`src/rtl/hazard_ctrl.sv`:
```
// hazard_ctrl: pipeline sequencing controller for the 5-stage core.
// Tracks E/M/W destination/source shadows, produces stall/flush/forward
// controls, sequences multi-cycle data-memory waits with a timeout, and
// keeps saturating stall/flush performance counters.
module hazard_ctrl #(
  parameter int REG_AW      = 5,
  parameter int CNT_W       = 16,
  parameter int MEM_TIMEOUT = 255
) (
  input  logic              clk,
  input  logic              rst,
  input  logic [REG_AW-1:0] Rs1D,
  input  logic [REG_AW-1:0] Rs2D,
  input  logic [REG_AW-1:0] RdD,
  input  logic              RegWriteD,
  input  logic [1:0]        ResultSrcD,
  input  logic              PCSrcE,
  input  logic              MemReqM,
  input  logic              DmemReady,
  output logic              StallF,
  output logic              StallD,
  output logic              StallE,
  output logic              StallM,
  output logic              FlushD,
  output logic              FlushE,
  output logic              FlushW,
  output logic [1:0]        ForwardAE,
  output logic [1:0]        ForwardBE,
  output logic              mem_err,
  output logic [CNT_W-1:0]  stall_cnt,
  output logic [CNT_W-1:0]  flush_cnt
);

  localparam int WC_W = $clog2(MEM_TIMEOUT + 1);

  typedef enum logic {RUN = 1'b0, MEMWAIT = 1'b1} state_t;

  state_t              r_state, w_state_nxt;
  logic [WC_W-1:0]     r_wcnt;
  logic                r_mem_err;
  logic [CNT_W-1:0]    r_stall_cnt, r_flush_cnt;

  logic [REG_AW-1:0]   r_rdE, r_rs1E, r_rs2E, r_rdM, r_rdW;
  logic                r_wrE, r_ldE, r_wrM, r_wrW;

  logic                w_memStall, w_lwStall, w_taken, w_timeout;
  logic                w_stallF, w_flushE;

  // Priority chain: memory wait beats a taken branch beats a load-use stall.
  assign w_timeout = (r_wcnt == WC_W'(MEM_TIMEOUT));
  assign w_lwStall = r_ldE && (r_rdE != '0) && ((r_rdE == Rs1D) || (r_rdE == Rs2D));
  assign w_taken   = PCSrcE && !w_memStall;
  assign w_stallF  = w_memStall || (w_lwStall && !w_taken);
  assign w_flushE  = !w_memStall && (w_taken || w_lwStall);

  // Stall/flush outputs are forced low while reset is held.
  assign StallF = !rst && w_stallF;
  assign StallD = !rst && w_stallF;
  assign StallE = !rst && w_memStall;
  assign StallM = !rst && w_memStall;
  assign FlushW = !rst && w_memStall;
  assign FlushD = !rst && w_taken;
  assign FlushE = !rst && w_flushE;

  assign mem_err   = r_mem_err;
  assign stall_cnt = r_stall_cnt;
  assign flush_cnt = r_flush_cnt;

  // M-stage producer is younger than W, so it wins the operand select.
  function automatic logic [1:0] fwd_sel(
    input logic [REG_AW-1:0] rs,
    input logic [REG_AW-1:0] rdM, input logic wrM,
    input logic [REG_AW-1:0] rdW, input logic wrW
  );
    if (wrM && (rdM != '0) && (rdM == rs))      return 2'b10;
    else if (wrW && (rdW != '0) && (rdW == rs)) return 2'b01;
    else                                        return 2'b00;
  endfunction

  assign ForwardAE = rst ? 2'b00 : fwd_sel(r_rs1E, r_rdM, r_wrM, r_rdW, r_wrW);
  assign ForwardBE = rst ? 2'b00 : fwd_sel(r_rs2E, r_rdM, r_wrM, r_rdW, r_wrW);

  // FSM state register
  always_ff @(posedge clk or posedge rst) begin
    if (rst) r_state <= RUN;
    else     r_state <= w_state_nxt;
  end

  // FSM next state: enter wait on an unfinished access, leave on ready or timeout
  always_comb begin
    w_state_nxt = r_state;
    unique case (r_state)
      RUN:     if (MemReqM && !DmemReady) w_state_nxt = MEMWAIT;
      MEMWAIT: if (DmemReady || w_timeout) w_state_nxt = RUN;
      default: w_state_nxt = RUN;
    endcase
  end

  // FSM output: memory stall covers the first miss cycle and every wait cycle
  always_comb begin
    w_memStall = 1'b0;
    unique case (r_state)
      RUN:     w_memStall = MemReqM && !DmemReady;
      MEMWAIT: w_memStall = 1'b1;
      default: w_memStall = 1'b0;
    endcase
  end

  // Wait counter and sticky timeout flag
  always_ff @(posedge clk or posedge rst) begin
    if (rst) begin
      r_wcnt    <= '0;
      r_mem_err <= 1'b0;
    end else if (r_state == RUN) begin
      if (MemReqM && !DmemReady) r_wcnt <= WC_W'(1);
    end else if (!DmemReady) begin
      if (w_timeout) r_mem_err <= 1'b1;
      else           r_wcnt    <= r_wcnt + WC_W'(1);
    end
  end

  // Shadow pipeline: hold E/M and bubble W on a memory stall, else advance
  always_ff @(posedge clk or posedge rst) begin
    if (rst) begin
      r_rdE <= '0; r_rs1E <= '0; r_rs2E <= '0; r_wrE <= 1'b0; r_ldE <= 1'b0;
      r_rdM <= '0; r_wrM <= 1'b0;
      r_rdW <= '0; r_wrW <= 1'b0;
    end else if (w_memStall) begin
      r_wrW <= 1'b0;
    end else begin
      r_rdW <= r_rdM;
      r_wrW <= r_wrM;
      r_rdM <= r_rdE;
      r_wrM <= r_wrE;
      if (w_flushE) begin
        r_rdE <= '0; r_rs1E <= '0; r_rs2E <= '0; r_wrE <= 1'b0; r_ldE <= 1'b0;
      end else begin
        r_rdE  <= RdD;
        r_rs1E <= Rs1D;
        r_rs2E <= Rs2D;
        r_wrE  <= RegWriteD;
        r_ldE  <= RegWriteD && (ResultSrcD == 2'b01);
      end
    end
  end

  // Saturating performance counters
  always_ff @(posedge clk or posedge rst) begin
    if (rst) begin
      r_stall_cnt <= '0;
      r_flush_cnt <= '0;
    end else begin
      if (w_stallF && (r_stall_cnt != '1)) r_stall_cnt <= r_stall_cnt + CNT_W'(1);
      if (w_taken  && (r_flush_cnt != '1)) r_flush_cnt <= r_flush_cnt + CNT_W'(1);
    end
  end

endmodule

```
`config.mk`:
```
export PLATFORM = sky130hd
export DESIGN_NAME = hazard_ctrl
export DESIGN_NICKNAME = d
export VERILOG_FILES = /design/src/rtl/hazard_ctrl.sv
export SDC_FILE = /design/constraint.sdc
export NUM_CORES = 1
export LEC_CHECK = 0
export CORE_MARGIN = 1
export CORE_UTILIZATION = 47
export CTS_CLUSTER_DIAMETER = 60
export DETAILED_ROUTE_END_ITERATION = 10
export PLACE_DENSITY = 0.76
export REMOVE_ABC_BUFFERS = 1
export SYNTH_ARGS = -nofsm -noshare
export SYNTH_HDL_FRONTEND = slang
export SYNTH_SLANG_ARGS = --single-unit
```
`constraint.sdc`:
```
create_clock -name clk -period 4.2 [get_ports clk]
set_input_delay 0.84 -clock clk [delete_from_list [all_inputs] [get_ports clk]]
set_output_delay 0.84 -clock clk [all_outputs]
set_load 0.1 [all_outputs]
```
# [Word level (Yosys, flattened, before mapping)]
# Index checks and enable logic that the tools add are counted.
# Widths: inputs -> output; s select.
[classes] magnitude_cmp=0 n_eq_ne=12 div_mod_pow=0 n_mul=0 n_mux=20 shifts=0 add_sub_neg=3 n_bitwise=2 reduce_logical=33
[ops] op="$add 16x1->16 const B" count=2
[ops] op="$mux 8" count=4
[ops] op="$ne 16x16->1 const B" count=2
[ops] op="$eq 5x5->1" count=6
[ops] op="$logic_and 1x1->1" count=19
[ops] op="$mux 5" count=3
[ops] op="$reduce_bool 5->1" count=3
[ops] op="$add 8x1->8 const B" count=1
[ops] op="$eq 8x8->1 const B" count=1
[ops] op="$mux 2" count=4
[ops] op="$mux 1" count=7
[ops] op="$reduce_and 3->1" count=2
[ops] op="$logic_not 1->1" count=4
[ops] op="$logic_or 1x1->1" count=4
[ops] op="$ne 2x2->1 const B" count=2
[ops] op="$pmux 1 s2" count=2
[ops] op="$eq 2x1->1 const B" count=1
[ops] op="$not 1->1" count=2
[ops] op="$reduce_bool 2->1" count=1
[word_totals] latch_bits=0 n_memories=0 inputBits=23 reg_bits=71 rom_bits=0 ramBits=0 out_inout_bits=44 wordCells=84

# [Longest topological paths before layout]
# Gate-level depths: netlist (run 1).
[depth] depth_word=9 ltp_mapped=8 mapped_depth_nobuf=7

# [Least setup slack after synthesis (run 1)]
# No wires, ideal clock.
[synth_timing] path_type="input-to-output" start="input rst" end="output ForwardAE[0]" slack_ns=-2.616 cell_stages=4 path_buffers=0 required_time_ns=3.360 arrival_time_ns=5.976 cell_sequence="inv_1 -> o211ai_1 -> or4_1 -> nor4_1"
[synth_via] elab_chain_cells=1
[synth_lines] element="start: declaration" line_no="11" source="input logic rst,"
[synth_lines] element="$mux 2" line_no="80" source="assign ForwardAE = rst ? 2'b00 : fwd_sel(r_rs1E, r_rdM, r_wrM, r_rdW, r_wrW);"
[synth_lines] element="end: declaration" line_no="27" source="output logic [1:0] ForwardAE,"
# Every way passes these cells.

# [Worst setup path in the final report (run 1)]
[layout_timing] start="input Rs1D[2]" end="output StallF"
[layout_via] elab_chain_cells=6
[layout_lines] element="start: declaration" line_no="12" source="input logic [REG_AW-1:0] Rs1D,"
[layout_lines] element="$eq 5x5->1" line_no="51" source="assign w_lwStall = r_ldE && (r_rdE != '0) && ((r_rdE == Rs1D) || (r_rdE == Rs2D));"
[layout_lines] element="$logic_or 1x1->1" line_no="51"
[layout_lines] element="$logic_and 1x1->1" line_no="51"
[layout_lines] element="$logic_and 1x1->1" line_no="53" source="assign w_stallF = w_memStall || (w_lwStall && !w_taken);"
[layout_lines] element="$logic_or 1x1->1" line_no="53"
[layout_lines] element="$logic_and 1x1->1" line_no="57" source="assign StallF = !rst && w_stallF;"
[layout_lines] element="end: declaration" line_no="20" source="output logic StallF,"
# Every way passes these cells.

==> impl_metrics.yaml, run 1 <==
grt:
  grt_max_degree: 74
  overflow: 0
  grt_pass1_vias: 2776
  antenna_found_initial: 0
  grt_pass1_wl_um: 12880
  grt_use_total_pct: 21.26
die:
  dieArea_um2: 7989
  die_height_um: 89.38
  start_util_pct: 48.95
  pin_count: 67
  fp.coreArea_um2: 7331
  rows: 31
  die_w_um: 89.38
place:
  portBuffers: 66
  placed_area_um2: 4382
  dp_hpwl_um: 5309
  place_congestion: 0.7964
  pre_cts_ws_ns: 0.5689
synth:
  synth_top_area_share_pct: 49.51
  synth_cells: 370
  yosysSeqAreaShare_pct: 49.51
  synth_edf_count: 0
  ys_warn_count: 0
  async_flop_share_pct: 100.0
  avgSynthCellArea_um2: 9.698
  yosysUniqueCellTypes: 40
  synth_area_leaders: "dfrtp_1 (50%), xor2_1 (10%), nand2_1 (9.1%), xnor2_1 (5.1%), o21ai_0 (2.9%)"
  ys_ff_latch: 71
  ys.flop_type: "dfrtp_1"
  synth_top_area_cell: "dfrtp_1"
  syn_area_um2: 3588
layout:
  nNetsFinal: 466
  diodes: 0
  area_growth_pct: 28.52
  design_area_um2: 4612
  final_util_pct: 62.91
  drive_above_1_share_pct: 11.26
critical_path:
  cp_top_family: "buffers and inverters"
  path_buf_inv: 2
  timing.rr.start: "r_rdE[1]"
  endpoint_kind: "output port"
  crit_fanout: 4
  crit_start: "Rs1D[2]"
  cp-start-kind: "input port"
  critPathRequiredTime_ns: 3.36
  path_class: "in -> out"
  crit_slowest_cell: "clkdlybuf4s50_1"
  cpPeakStageDelay_ns: 0.44
  path_cells: "clkdlybuf4s50_1 -> xor2_1 -> nor3_1 -> a22oi_2 -> o21ai_0 -> and2_1 -> buf_12"
  critPathArrivalTime_ns: 2.76
cts:
  cts.path.max_buffers: 2
  ctsRootBufferMaster: "clkbuf_8"
  cts_hold_buf: 0
  cts_tree: "built"
  clock-sinks: 71
  clock_latency_ns: 0.34
  cts_resized: 0
  path_clk_slew_ns: 0.07
  cts_buffers: 9
  cts_htree_levels: 3
  post_cts_buffers: 0
sta:
  maxSlewHeadroom_pct: 34.80
  fin_setup_tns_ns: 0
  rsz0062_at_grt: "false"
  timing.fmax_mhz: 277.6
  clock_skew_ns: 0.003495
  worst-slew-pin-transition_ns: 0.9749
  maxSlewViolCount: 0
  post-route-period-util_pct: 85.77
  whs_ns: 0.4776
  setup_viol: 0
  period_needed_ns: 3.602
  timing.final.ws_setup_ns: 0.5976
  hold_viol: 0
pwr:
  peakVddDrop_mv: 0.6707
  power_density_nw_per_um2: 553.2
  leakagePower_nw: 2.143
drt:
  wl_per_cell_um: 13.99
  first_iter_violations: 141
  drt_first_pass_iters: 4
  drc: 0
  drt-vias-per-instance: 5.234
  vias: 2842
  routed_wl_um: 7597
  ant_nets: 0
job:
  cap_violations: 0
worst_hold_path:
  worstHoldStart: "r_wcnt[7]"
  hold_path.class: "reg -> reg"
status:
  outcome: "complete, no violations"
## power by group
group | switching (mW) | total [mW] | internal (mW) | leakage [nW]
Sequential | 0.161 | 0.955 | 0.794 | 0.934
Combinational | 0.690 | 0.970 | 0.280 | 1.09
Clock | 0.248 | 0.627 | 0.379 | 0.118
## area by class of cell
cell class,count,area (um2)
Clock buffer,12,165.2
Clock inverter,3,65.06
Fill cell,594,2719
Inverter,6,22.52
Multi-Input combinational cell,281,1725
Sequential cell,71,1777
Tap cell,99,123.9
Timing Repair Buffer,71,733.2
## cells in the final DEF, fill, tap and decap left out, drive strengths merged, types with 2 or more instances in the layout
master,n
nand3,12
nor2b,2
buf,16
nor4,8
nor3,16
ha,3
bufinv,2
or4,5
and3,10
mux2,2
xnor2,21
o21ai,24
and4,2
xor2,42
dfrtp,71
nand2,87
nor2,19
a21oi,3
a31oi,2
clkbuf,12
nand4,10
inv,6
o211ai,2
clkdlybuf4s50,55
## path summary, 6_finish.rpt
kind | slack (ns) | cells past startpoint | endpoint
max reg2reg | 1.97 | 5 | stall_cnt[1]
max | 0.60 | 7 | StallF
min | 0.48 | 1 | r_wcnt[7]
max in group asynchronous | 2.37 | 3 | r_wrM
min in group asynchronous | 1.25 | 3 | r_rdW[1]
min reg2reg | 0.48 | 1 | r_wcnt[7]
## Yosys cell counts (2+ instances only)
master,n
o21ai_1,2
nor2b_1,2
buf_4,3
nor2_1,19
nand4_1,9
clkbuf_1,8
a21oi_1,3
nor3_1,9
xor2_1,42
o21ai_0,21
nand2_1,87
or4_1,5
ha_1,3
inv_1,6
and4_1,2
nor4_1,7
nand3_1,12
dfrtp_1,71
o211ai_1,2
and3_1,10
a31oi_1,2
xnor2_1,21
nor3_2,7
## per-stage QoR
step / total power [mW] / std cells
detailed placement: 1.939 / 528
global placement: 1.922 / 528
finish: 2.551 / 543
CTS: 2.566 / 543
global route: 2.675 / 543
floorplan: 1.670 / 358
## kinds of logic (layout without fill, tap and decap cells)
kind of cell,Yosys count,in the layout,share of synthesized area (%)
mux,3,3,1.011
compound gates,36,36,6.416
simple gates,176,176,24.13
fa+ha+maj,3,3,1.046
buf+inv,18,92,2.510
flops,71,71,49.51
xor+xnor,63,63,15.38
## registers in the layout (all words and copies together) (netlist names)
name and cells:
flush_cnt 16, r_rdM 5, stall_cnt 16, r_ldE 1, r_rdE 5, r_wcnt 8, r_wrM 1, r_rdW 5
r_rs2E 5, r_wrE 1, r_wrW 1, mem_err 1, r_state 1, r_rs1E 5
## routing by layer
metal / GRT usage, % / share of wire, % / vias up
li1: - / - / 1388
met1: 29.76 / 48 / 1370
met2: 32.34 / 46 / 72
met3: 4.524 / 4.1 / 12
met4: 8.514 / 1.6 / 0
met5: 0 / 0 / -
(Power assumes the default switching activity.)
==> run 2: changes to the inputs <==
- PLACE_DENSITY: 0.76 -> not set
- PLACE_DENSITY_LB_ADDON: not set -> 0.2
- TNS_END_PERCENT: not set -> 1
==> run 2 against run 1 <==
Net effect:
- global-route usage is 0.12 points higher
- sequential power hardly changed
- die area stayed put
- via count is 0.11% lower
- clock-buffer cell count is 2 lower
- core utilization is 0.44 points lower
- first-iteration DRC count is 1.4% higher
- hold slack worse by 0.0066 ns
- fmax is 0.29% higher
- critical path type unchanged
- largest cell class unchanged
==> impl_metrics.yaml, run 2 (synthesis gave the netlist of run 1 again) <==
status:
  outcome: "complete, no violations"
drt:
  drt_first_pass_iters: 4
  vias: 2839
  first_iter_violations: 143
  wl_per_cell_um: 14.18
  ant_nets: 0
  drc: 0
  routed_wl_um: 7699
  drt-vias-per-instance: 5.228
die:
  pin_count: 67
  die_w_um: 89.38
  start_util_pct: 48.95
  rows: 31
  die_height_um: 89.38
  dieArea_um2: 7989
  fp.coreArea_um2: 7331
sta:
  period_needed_ns: 3.592
  timing.fmax_mhz: 278.4
  clock_skew_ns: 0.01001
  maxSlewViolCount: 0
  post-route-period-util_pct: 85.52
  fin_setup_tns_ns: 0
  whs_ns: 0.4710
  setup_viol: 0
  maxSlewHeadroom_pct: 34.34
  hold_viol: 0
  worst-slew-pin-transition_ns: 0.9818
  rsz0062_at_grt: "false"
place:
  place_congestion: 0.8019
  portBuffers: 66
  dp_hpwl_um: 5455
grt:
  grt_max_degree: 74
  grt_pass1_wl_um: 12850
  grt_use_total_pct: 21.39
  antenna_found_initial: 0
  overflow: 0
  grt_pass1_vias: 2744
critical_path:
  path_cells: "clkdlybuf4s50_1 -> xor2_1 -> nor3_1 -> a22oi_2 -> o21ai_0 -> and2_1 -> buf_12"
  cp-start-kind: "input port"
  crit_fanout: 4
  cpPeakStageDelay_ns: 0.45
  path_buf_inv: 2
  critPathArrivalTime_ns: 2.75
  critPathRequiredTime_ns: 3.36
  cp_top_family: "buffers and inverters"
  path_class: "in -> out"
  endpoint_kind: "output port"
  crit_slowest_cell: "clkdlybuf4s50_1"
cts:
  clock_latency_ns: 0.35
  cts_resized: 0
  post_cts_buffers: 0
  path_clk_slew_ns: 0.08
  ctsRootBufferMaster: "clkbuf_8"
  cts_buffers: 9
  cts_hold_buf: 0
  cts_htree_levels: 3
  cts_tree: "built"
  clock-sinks: 71
  cts.path.max_buffers: 2
pwr:
  power_density_nw_per_um2: 543.1
  power_frac_seq_pct: 38.3
  clockPowerShare_pct: 22.8
  leakagePower_nw: 2.119
  internal-power_mw: 1.366
  power_mw: 2.487
  peakVddDrop_mv: 0.5706
  p_switching_mw: 1.121
  p_sw_share_pct: 45.09
  power.share.combinational_pct: 38.8
job:
  cap_violations: 0
layout:
  fillers: 632
  area_growth_pct: 27.61
  drive_above_1_share_pct: 11.26
  final_util_pct: 62.47
  layout_common_cells: "nand2_1 (87), dfrtp_1 (71), clkdlybuf4s50_1 (55), xor2_1 (42)"
  nNetsFinal: 465
  final_common_cell: "nand2_1"
  diodes: 0
worst_hold_path:
  hold_path.class: "reg -> reg"
[run 2: changes by cell type in the layout (fill, tap and decap cells not counted)]
cell,previous run,this run
inv_6,0,2
clkinvlp_4,0,2
bufinv_16,2,1
buf_4,11,10
clkbuf_8,12,10
[run 2: path summary, 6_finish.rpt]
check / from / to / slack [ns] / cells after the start
min in group asynchronous: rst / flush_cnt[15] / 1.23 / 3
max reg2reg: stall_cnt[3] / stall_cnt[13] / 1.92 / 6
max: Rs1D[0] / StallD / 0.61 / 7
min: r_wcnt[7] / r_wcnt[7] / 0.47 / 1
max in group asynchronous: rst / r_rdM[3] / 2.39 / 3
min reg2reg: r_wcnt[7] / r_wcnt[7] / 0.47 / 1
[run 2: per-layer routing]
metal / GRT usage (%) / routed length [um] / vias to the layer above
met1: 29.38 / 3854 / 1361
met5: 0 / 0 / -
met3: 4.340 / 297 / 11
li1: - / - / 1391
met4: 8.802 / 133 / 0
met2: 33.17 / 3414 / 76
[run 2: cell type report]
cell class | instances | area [um2] | share of cell area (%)
Sequential cell | 71 | 1777 | 38.80
Clock buffer | 10 | 137.6 | 3.005
Clock inverter | 6 | 67.56 | 1.475
Multi-Input combinational cell | 281 | 1725 | 37.68
Timing Repair Buffer | 70 | 725.7 | 15.85
Tap cell | 99 | 123.9 | 2.705
Inverter | 6 | 22.52 | 0.4918
[run 2: per-stage QoR]
stage	cells	setup slack [ns]	cell area, um2
after floorplan	358	-2.616	3521
after global placement	527	0.5982	4374
final	543	0.6080	4579
after global routing	543	0.4189	4579
after CTS	543	0.5805	4579
after detailed placement	527	0.5963	4374
[run 2: worst register-to-register path, stage by stage (launching register included)]
cell	delay (ns)
dfrtp_1	0.46
nand4_2	0.24
nor4_2	0.48
a21o_2	0.22
a2bb2oi_4	0.41
nor4_1	0.15
xor2_1	0.17
[run 2: power groups by stage]
stage / logic [mW] / clock network [mW] / registers [mW]
final: 0.966 / 0.568 / 0.953
after global routing: 1.02 / 0.603 / 0.974
after detailed placement: 0.973 / 0 / 0.964
after floorplan: 0.326 / 0 / 1.34
after CTS: 0.974 / 0.577 / 0.953
after global placement: 0.962 / 0 / 0.958
==> run 3: changes to the inputs <==
- ABC_CLOCK_PERIOD_IN_PS: not set -> 4200
- SLEW_MARGIN: not set -> 20
==> results of run 3 <==
Final layout, timing and power as in run 2 (identical DEF).
